--- src/rtl/wb_host.sv ---
// wb_host: single-outstanding command to Wishbone classic-cycle initiator with a response handshake.
// Define WB_HOST_TIMEOUT_EN to compile in the BUS-state ack timeout (TIMEOUT_CYCLES).
module wb_host #(
    parameter int unsigned ADR_W          = 3,
    parameter int unsigned TIMEOUT_CYCLES = 15
) (
    input  logic             clk_i,
    input  logic             rst_in,
    input  logic             cmd_valid_i,
    output logic             cmd_ready_o,
    input  logic             cmd_we_i,
    input  logic [ADR_W-1:0] cmd_adr_i,
    input  logic [3:0]       cmd_be_i,
    input  logic [31:0]      cmd_dat_i,
    output logic             rsp_valid_o,
    input  logic             rsp_ready_i,
    output logic [31:0]      rsp_dat_o,
    output logic             rsp_err_o,
    output logic             wb_cyc_o,
    output logic             wb_stb_o,
    output logic             wb_we_o,
    output logic [ADR_W-1:0] wb_adr_o,
    output logic [3:0]       wb_be_o,
    output logic [31:0]      wb_dat_o,
    input  logic             wb_ack_i,
    input  logic [31:0]      wb_dat_i,
    output logic             busy_o
);

    typedef enum logic [1:0] {
        IDLE,
        BUS,
        RSP
    } state_t;

    state_t             r_state;
    logic               r_cyc;
    logic               r_we;
    logic [ADR_W-1:0]   r_adr;
    logic [3:0]         r_be;
    logic [31:0]        r_dat;
    logic               r_rsp_valid;
    logic [31:0]        r_rsp_dat;

    if (TIMEOUT_CYCLES < 1 || TIMEOUT_CYCLES > 255) begin : g_bad_timeout
        $error("wb_host: TIMEOUT_CYCLES must be in 1..255");
    end

`ifdef WB_HOST_TIMEOUT_EN
    logic [7:0] r_tmo_cnt;
    logic       r_rsp_err;
    logic       w_tmo_hit;

    // Fires in the BUS cycle whose count would reach TIMEOUT_CYCLES; ack in that cycle still wins.
    assign w_tmo_hit = ((r_tmo_cnt + 8'd1) == 8'(TIMEOUT_CYCLES));
    assign rsp_err_o = r_rsp_err;
`else
    assign rsp_err_o = 1'b0;
`endif

    always_ff @(posedge clk_i or negedge rst_in) begin
        if (!rst_in) begin
            r_state     <= IDLE;
            r_cyc       <= 1'b0;
            r_we        <= 1'b0;
            r_adr       <= '0;
            r_be        <= '0;
            r_dat       <= '0;
            r_rsp_valid <= 1'b0;
            r_rsp_dat   <= '0;
`ifdef WB_HOST_TIMEOUT_EN
            r_tmo_cnt   <= '0;
            r_rsp_err   <= 1'b0;
`endif
        end else begin
            case (r_state)
                IDLE: begin
                    if (cmd_valid_i) begin
                        r_we    <= cmd_we_i;
                        r_adr   <= cmd_adr_i;
                        r_be    <= cmd_be_i;
                        r_dat   <= cmd_dat_i;
                        r_cyc   <= 1'b1;
                        r_state <= BUS;
`ifdef WB_HOST_TIMEOUT_EN
                        r_tmo_cnt <= '0;
`endif
                    end
                end
                BUS: begin
                    if (wb_ack_i) begin
                        r_rsp_dat   <= r_we ? '0 : wb_dat_i;
                        r_cyc       <= 1'b0;
                        r_rsp_valid <= 1'b1;
                        r_state     <= RSP;
`ifdef WB_HOST_TIMEOUT_EN
                        r_rsp_err   <= 1'b0;
                    end else if (w_tmo_hit) begin
                        r_rsp_dat   <= '0;
                        r_rsp_err   <= 1'b1;
                        r_cyc       <= 1'b0;
                        r_rsp_valid <= 1'b1;
                        r_state     <= RSP;
                    end else begin
                        r_tmo_cnt   <= r_tmo_cnt + 8'd1;
`endif
                    end
                end
                RSP: begin
                    if (rsp_ready_i) begin
                        r_rsp_valid <= 1'b0;
                        r_state     <= IDLE;
                    end
                end
                default: begin
                    r_state     <= IDLE;
                    r_cyc       <= 1'b0;
                    r_rsp_valid <= 1'b0;
                end
            endcase
        end
    end

    // cyc and stb share one register so stb can never be high without cyc.
    assign wb_cyc_o    = r_cyc;
    assign wb_stb_o    = r_cyc;
    assign wb_we_o     = r_we;
    assign wb_adr_o    = r_adr;
    assign wb_be_o     = r_be;
    assign wb_dat_o    = r_dat;
    assign rsp_valid_o = r_rsp_valid;
    assign rsp_dat_o   = r_rsp_dat;
    assign cmd_ready_o = (r_state == IDLE);
    assign busy_o      = (r_state != IDLE);

endmodule
--- config.mk ---
export PLATFORM = sky130hd
export DESIGN_NAME = wb_host
export DESIGN_NICKNAME = d
export VERILOG_FILES = /design/src/rtl/wb_host.sv
export SDC_FILE = /design/constraint.sdc
export NUM_CORES = 1
export LEC_CHECK = 0
export ABC_AREA = 1
export BUFFER_PORTS_ARGS = -buffer_cell sky130_fd_sc_hd__buf_2
export CORE_UTILIZATION = 45
export DETAILED_ROUTE_END_ITERATION = 12
export GPL_TIMING_DRIVEN = 1
export PLACE_DENSITY = 0.83
export SYNTH_ARGS = -nofsm -noshare
export SYNTH_HDL_FRONTEND = slang
export SYNTH_SLANG_ARGS = --single-unit
--- constraint.sdc ---
create_clock -name clk_i -period 1.5 [get_ports clk_i]
set_input_delay 0.3 -clock clk_i [delete_from_list [all_inputs] [get_ports clk_i]]
set_output_delay 0.3 -clock clk_i [all_outputs]
set_load 0.02 [all_outputs]
=== After elaboration in Yosys (flattened, before gate mapping) ===
Cells that the tools add are included.

* Register bits: 76
* Input port bits: 77
* Output and inout bits: 78
* Logic and storage cells: 33

* Eq/ne operators: 5
* Muxes and demuxes: 11
* Bitwise logic cells: 2
* Reductions and logical operators: 7

{| class="wikitable"
|+ Operators by type and width
! operator !! count
|-
| 2-to-1 mux 32 bit || 1
|-
| AND reduction 3 bit || 3
|-
| 2-to-1 mux 2 bit || 3
|-
| != test 2 bit (second input constant) || 3
|-
| case mux 1 bit (3 select lines) || 2
|-
| case mux 2 bit (3 select lines) || 1
|-
| 2-to-1 mux 1 bit || 4
|-
| AND reduction 2 bit || 2
|-
| == test 2 x 1 -> 1 bit (second input constant) || 1
|-
| == test 2 bit (second input constant) || 1
|-
| logical NOT 2 bit || 1
|-
| NOT 1 bit || 2
|-
| nonzero test 2 bit || 1
|}

=== Depth between registers and ports, before layout ===
* Word-level depth: 3
* Mapped depth: 6
* Mapped depth without buffers: 5

=== Worst setup path before layout ===
OpenSTA, ideal clock, no wires.

* Path kind: register to output
* Start: register r_state[0]
* End: output busy_o
* Arrival: 997 ps
* Data required time: 1200 ps
* Path slack: 203 ps
* Cell stages (with the launch flop): 4
* Buffers on the path: 1
* Path through: dfrtp_1 > nor2_4 > buf_2 > inv_1

* Cells in the longest elaborated chain, start to end: 1

{| class="wikitable"
|+ RTL lines
! item !! line !! RTL
|-
| from (decl) || 36 || <nowiki>state_t r_state;</nowiki>
|-
| from (signal assigned) || 63 || <nowiki>r_state <= IDLE;</nowiki>
|-
| from (signal assigned) || 84 || <nowiki>r_state <= BUS;</nowiki>
|-
| from (signal assigned) || 95 || <nowiki>r_state <= RSP;</nowiki>
|-
| nonzero test 2 bit || 134 || <nowiki>assign busy_o = (r_state != IDLE);</nowiki>
|-
| to (decl) || 27 || <nowiki>output logic busy_o</nowiki>
|}

No other way between the ends.

=== Worst setup path after layout ===
* Start: register r_state[1]
* End: output busy_o

Same word-level chain as after synthesis.

==> impl_metrics.py <==
metrics = {
    "outcome": {
        "status": "completed",
    },
    "timing": {
        "maxSlewViolCount": 0,
        "finalSetupTns_ps": 0,
        "post-route-period-util_pct": 95.2,
        "rsz0062_at_grt": "false",
        "finalHoldViolations": 0,
        "skew_ps": 8.54,
        "max_freq_ghz": 0.701,
        "setup_viol": 0,
        "min_period_ps": 1430,
    },
    "die": {
        "core_area_um2": 6490,
        "std_cell_rows": 29,
        "die-area_um2": 7240,
        "start_util_pct": 47.9,
        "fp.dieW_um": 85.1,
        "ios": 155,
        "die_y_um": 85.1,
    },
    "cells_and_area": {
        "fill_cells": 544,
        "most-common-layout-cells": "152 x buf_2, 148 x nand2_1, 74 x dfrtp_1",
        "seq_area_um2": 1900,
        "multiInputGateArea_um2": 1030,
        "fin_nets": 567,
        "final_common_cell": "buf_2",
        "drive_above_1_share_pct": 40.4,
        "final_util_pct": 64.2,
        "syn_to_final_growth_pct": 34.1,
        "antenna_cells": 0,
    },
    "flow_run": {
        "maxCapViolCount": 0,
    },
    "detailed_routing": {
        "post_drt_wl_per_cell_um": 12.5,
        "first_pass_iters": 4,
        "post-route-drc-count": 0,
        "num_vias": 2757,
        "via_per_inst": 4.82,
        "finalWirelength_mm": 7.18,
        "drtIter0Drc": 54,
        "antenna_left": 0,
    },
    "yosys": {
        "synth.top_cell.area_share_pct": 61.2,
        "yosysTopAreaCell": "dfrtp_1",
        "ys_warn_count": 0,
        "yosysSeqAreaShare_pct": 61.2,
        "synth.distinct_cells": 18,
        "synth_fp_nets": 415,
        "synth-seq-cells": 76,
        "syn_inst": 338,
        "synth_area_leaders": "dfrtp_1 61%, nand2_1 18%, nand3_1 6.4%, o21ai_2 3.9%, o21ai_1 2.6%",
        "synth_area_um2": 3110,
        "syn_avg_cell_area_um2": 9.20,
    },
    "cts": {
        "cts_buffers": 9,
        "cts_tree": "yes",
        "h-tree-depth": 3,
        "root_buffer": "clkbuf_8",
        "clock_latency_ps": 330,
        "clkSinkCount": 76,
        "cts_max_path_buffers": 2,
        "clk_pin_slew_worst_paths_ps": 70,
    },
    "critical_path": {
        "cp.arrival_ps": 1130,
        "cp_max_fo": 4,
        "required_ps": 1200,
        "worst-setup-path-type": "reg2out",
        "crit_path_start": "r_state[1]$_DFFE_PN0P_",
        "start_kind": "register",
        "r2r-start": "r_state[1]$_DFFE_PN0P_",
        "end_kind": "output port",
    },
    "power": {
        "p_leak_nw": 2.40,
        "ir_worst_vdd_v": 0.00152,
        "power_density_nw_per_um2": 2280,
    },
    "place": {
        "portBuffers": 153,
        "dp_hpwl_mm": 5.12,
        "gp_congestion": 0.774,
    },
    "global_route": {
        "grt_usage_pct": 21.2,
        "grt_max_degree": 67,
        "grt_overflow": 0,
        "antenna_found_initial": 0,
        "grt_pass1_wl_mm": 12.1,
        "grt_pass1_vias": 2678,
    },
    "min_path": {
        "min_path_type": "in2reg",
        "worstHoldStart": "rsp_ready_i",
    },
}
[cell usage after synthesis (all sizes together)]
cell type and n:
nor2 3, o21ai 35, inv 7, buf 17, dfrtp 76, clkbuf 8, conb 1, nand3 41
a21oi 1, nand2 149
[report_power, final]
group	switching [mW]	total (mW)	internal, mW
clock network	0.705	1.65	0.948
registers	0.519	3.49	2.97
logic	2.90	4.35	1.45
[state kept, by name (all words and copies together), names as in the netlist]
| signal | flops |
|---|---|
| rsp_dat_o | 32 |
| wb_dat_o | 32 |
| wb_be_o | 4 |
| wb_adr_o | 3 |
| r_state | 2 |
| rsp_valid_o | 1 |
| wb_cyc_o | 1 |
| wb_we_o | 1 |
[cells by family after synthesis]
| kind of cell | after synthesis | share of synthesized area, % |
|---|---|---|
| and+or+nand+nor | 193 | 25.4 |
| AOI/OAI and AO/OA | 36 | 7.49 |
| buffers and inverters | 32 | 5.76 |
| other | 1 | 0.121 |
| DFF | 76 | 61.2 |
[worst max-delay path, cell delays in order, from the launching register on]
cell and delay, ps:
dfrtp_2 450, nor2_4 140, inv_1 60, buf_2 150
[final timing paths]
kind                                            end  slack (ps)  cells after the start
min in group asynchronous  rsp_dat_o[5]$_DFFE_PN0P_         430                      2
max in group asynchronous       wb_we_o$_DFFE_PN0P_         550                      3
setup reg to reg                wb_we_o$_DFFE_PN0P_         220                      6
setup / recovery                             busy_o          70                      3
hold reg to reg            wb_dat_o[26]$_DFFE_PN0P_         470                      2
hold / removal               r_state[1]$_DFFE_PN0P_         170                      2
[per-layer routing]
layer	track usage [%]	up-vias	share of wire, %
met1	25.7	1264	44
met2	35.6	116	47
met3	6.42	8	7.9
met5	0	-	0
li1	-	1369	-
met4	8.47	0	1.2
[repair_timing]
| item | in CTS | in global routing |
|---|---|---|
| hold buffers | 1 | 0 |
| pin swaps | 1 | 0 |
| endpoints found under the hold margin | 24 | 0 |
| setup endpoints to repair | 2 | 1 |
| buffers inserted | 1 | 0 |
| gates resized for setup | 0 | 2 |
[stage by stage]
step	worst slack (ps)	hold slack (ps)	total power [mW]	instance area [um2]	instances
CTS	51.1	155	9.55	4170	572
global route	8.21	162	10.1	4170	572
floorplan	203	4.41	6.37	3110	338
global placement	301	230	7.72	3930	554
detailed placement	253	239	7.84	3930	554
finish	72.5	168	9.49	4170	572
[cell type report]
class | instances | area share [%]
flip-flops and latches | 76 | 45.7
inverters | 7 | 0.630
well taps | 77 | 2.31
clock buffers | 13 | 4.29
clock inverters | 3 | 1.02
multi-input cells | 230 | 24.6
repair buffers | 166 | 21.4
Power figures use the tool's default switching activity.
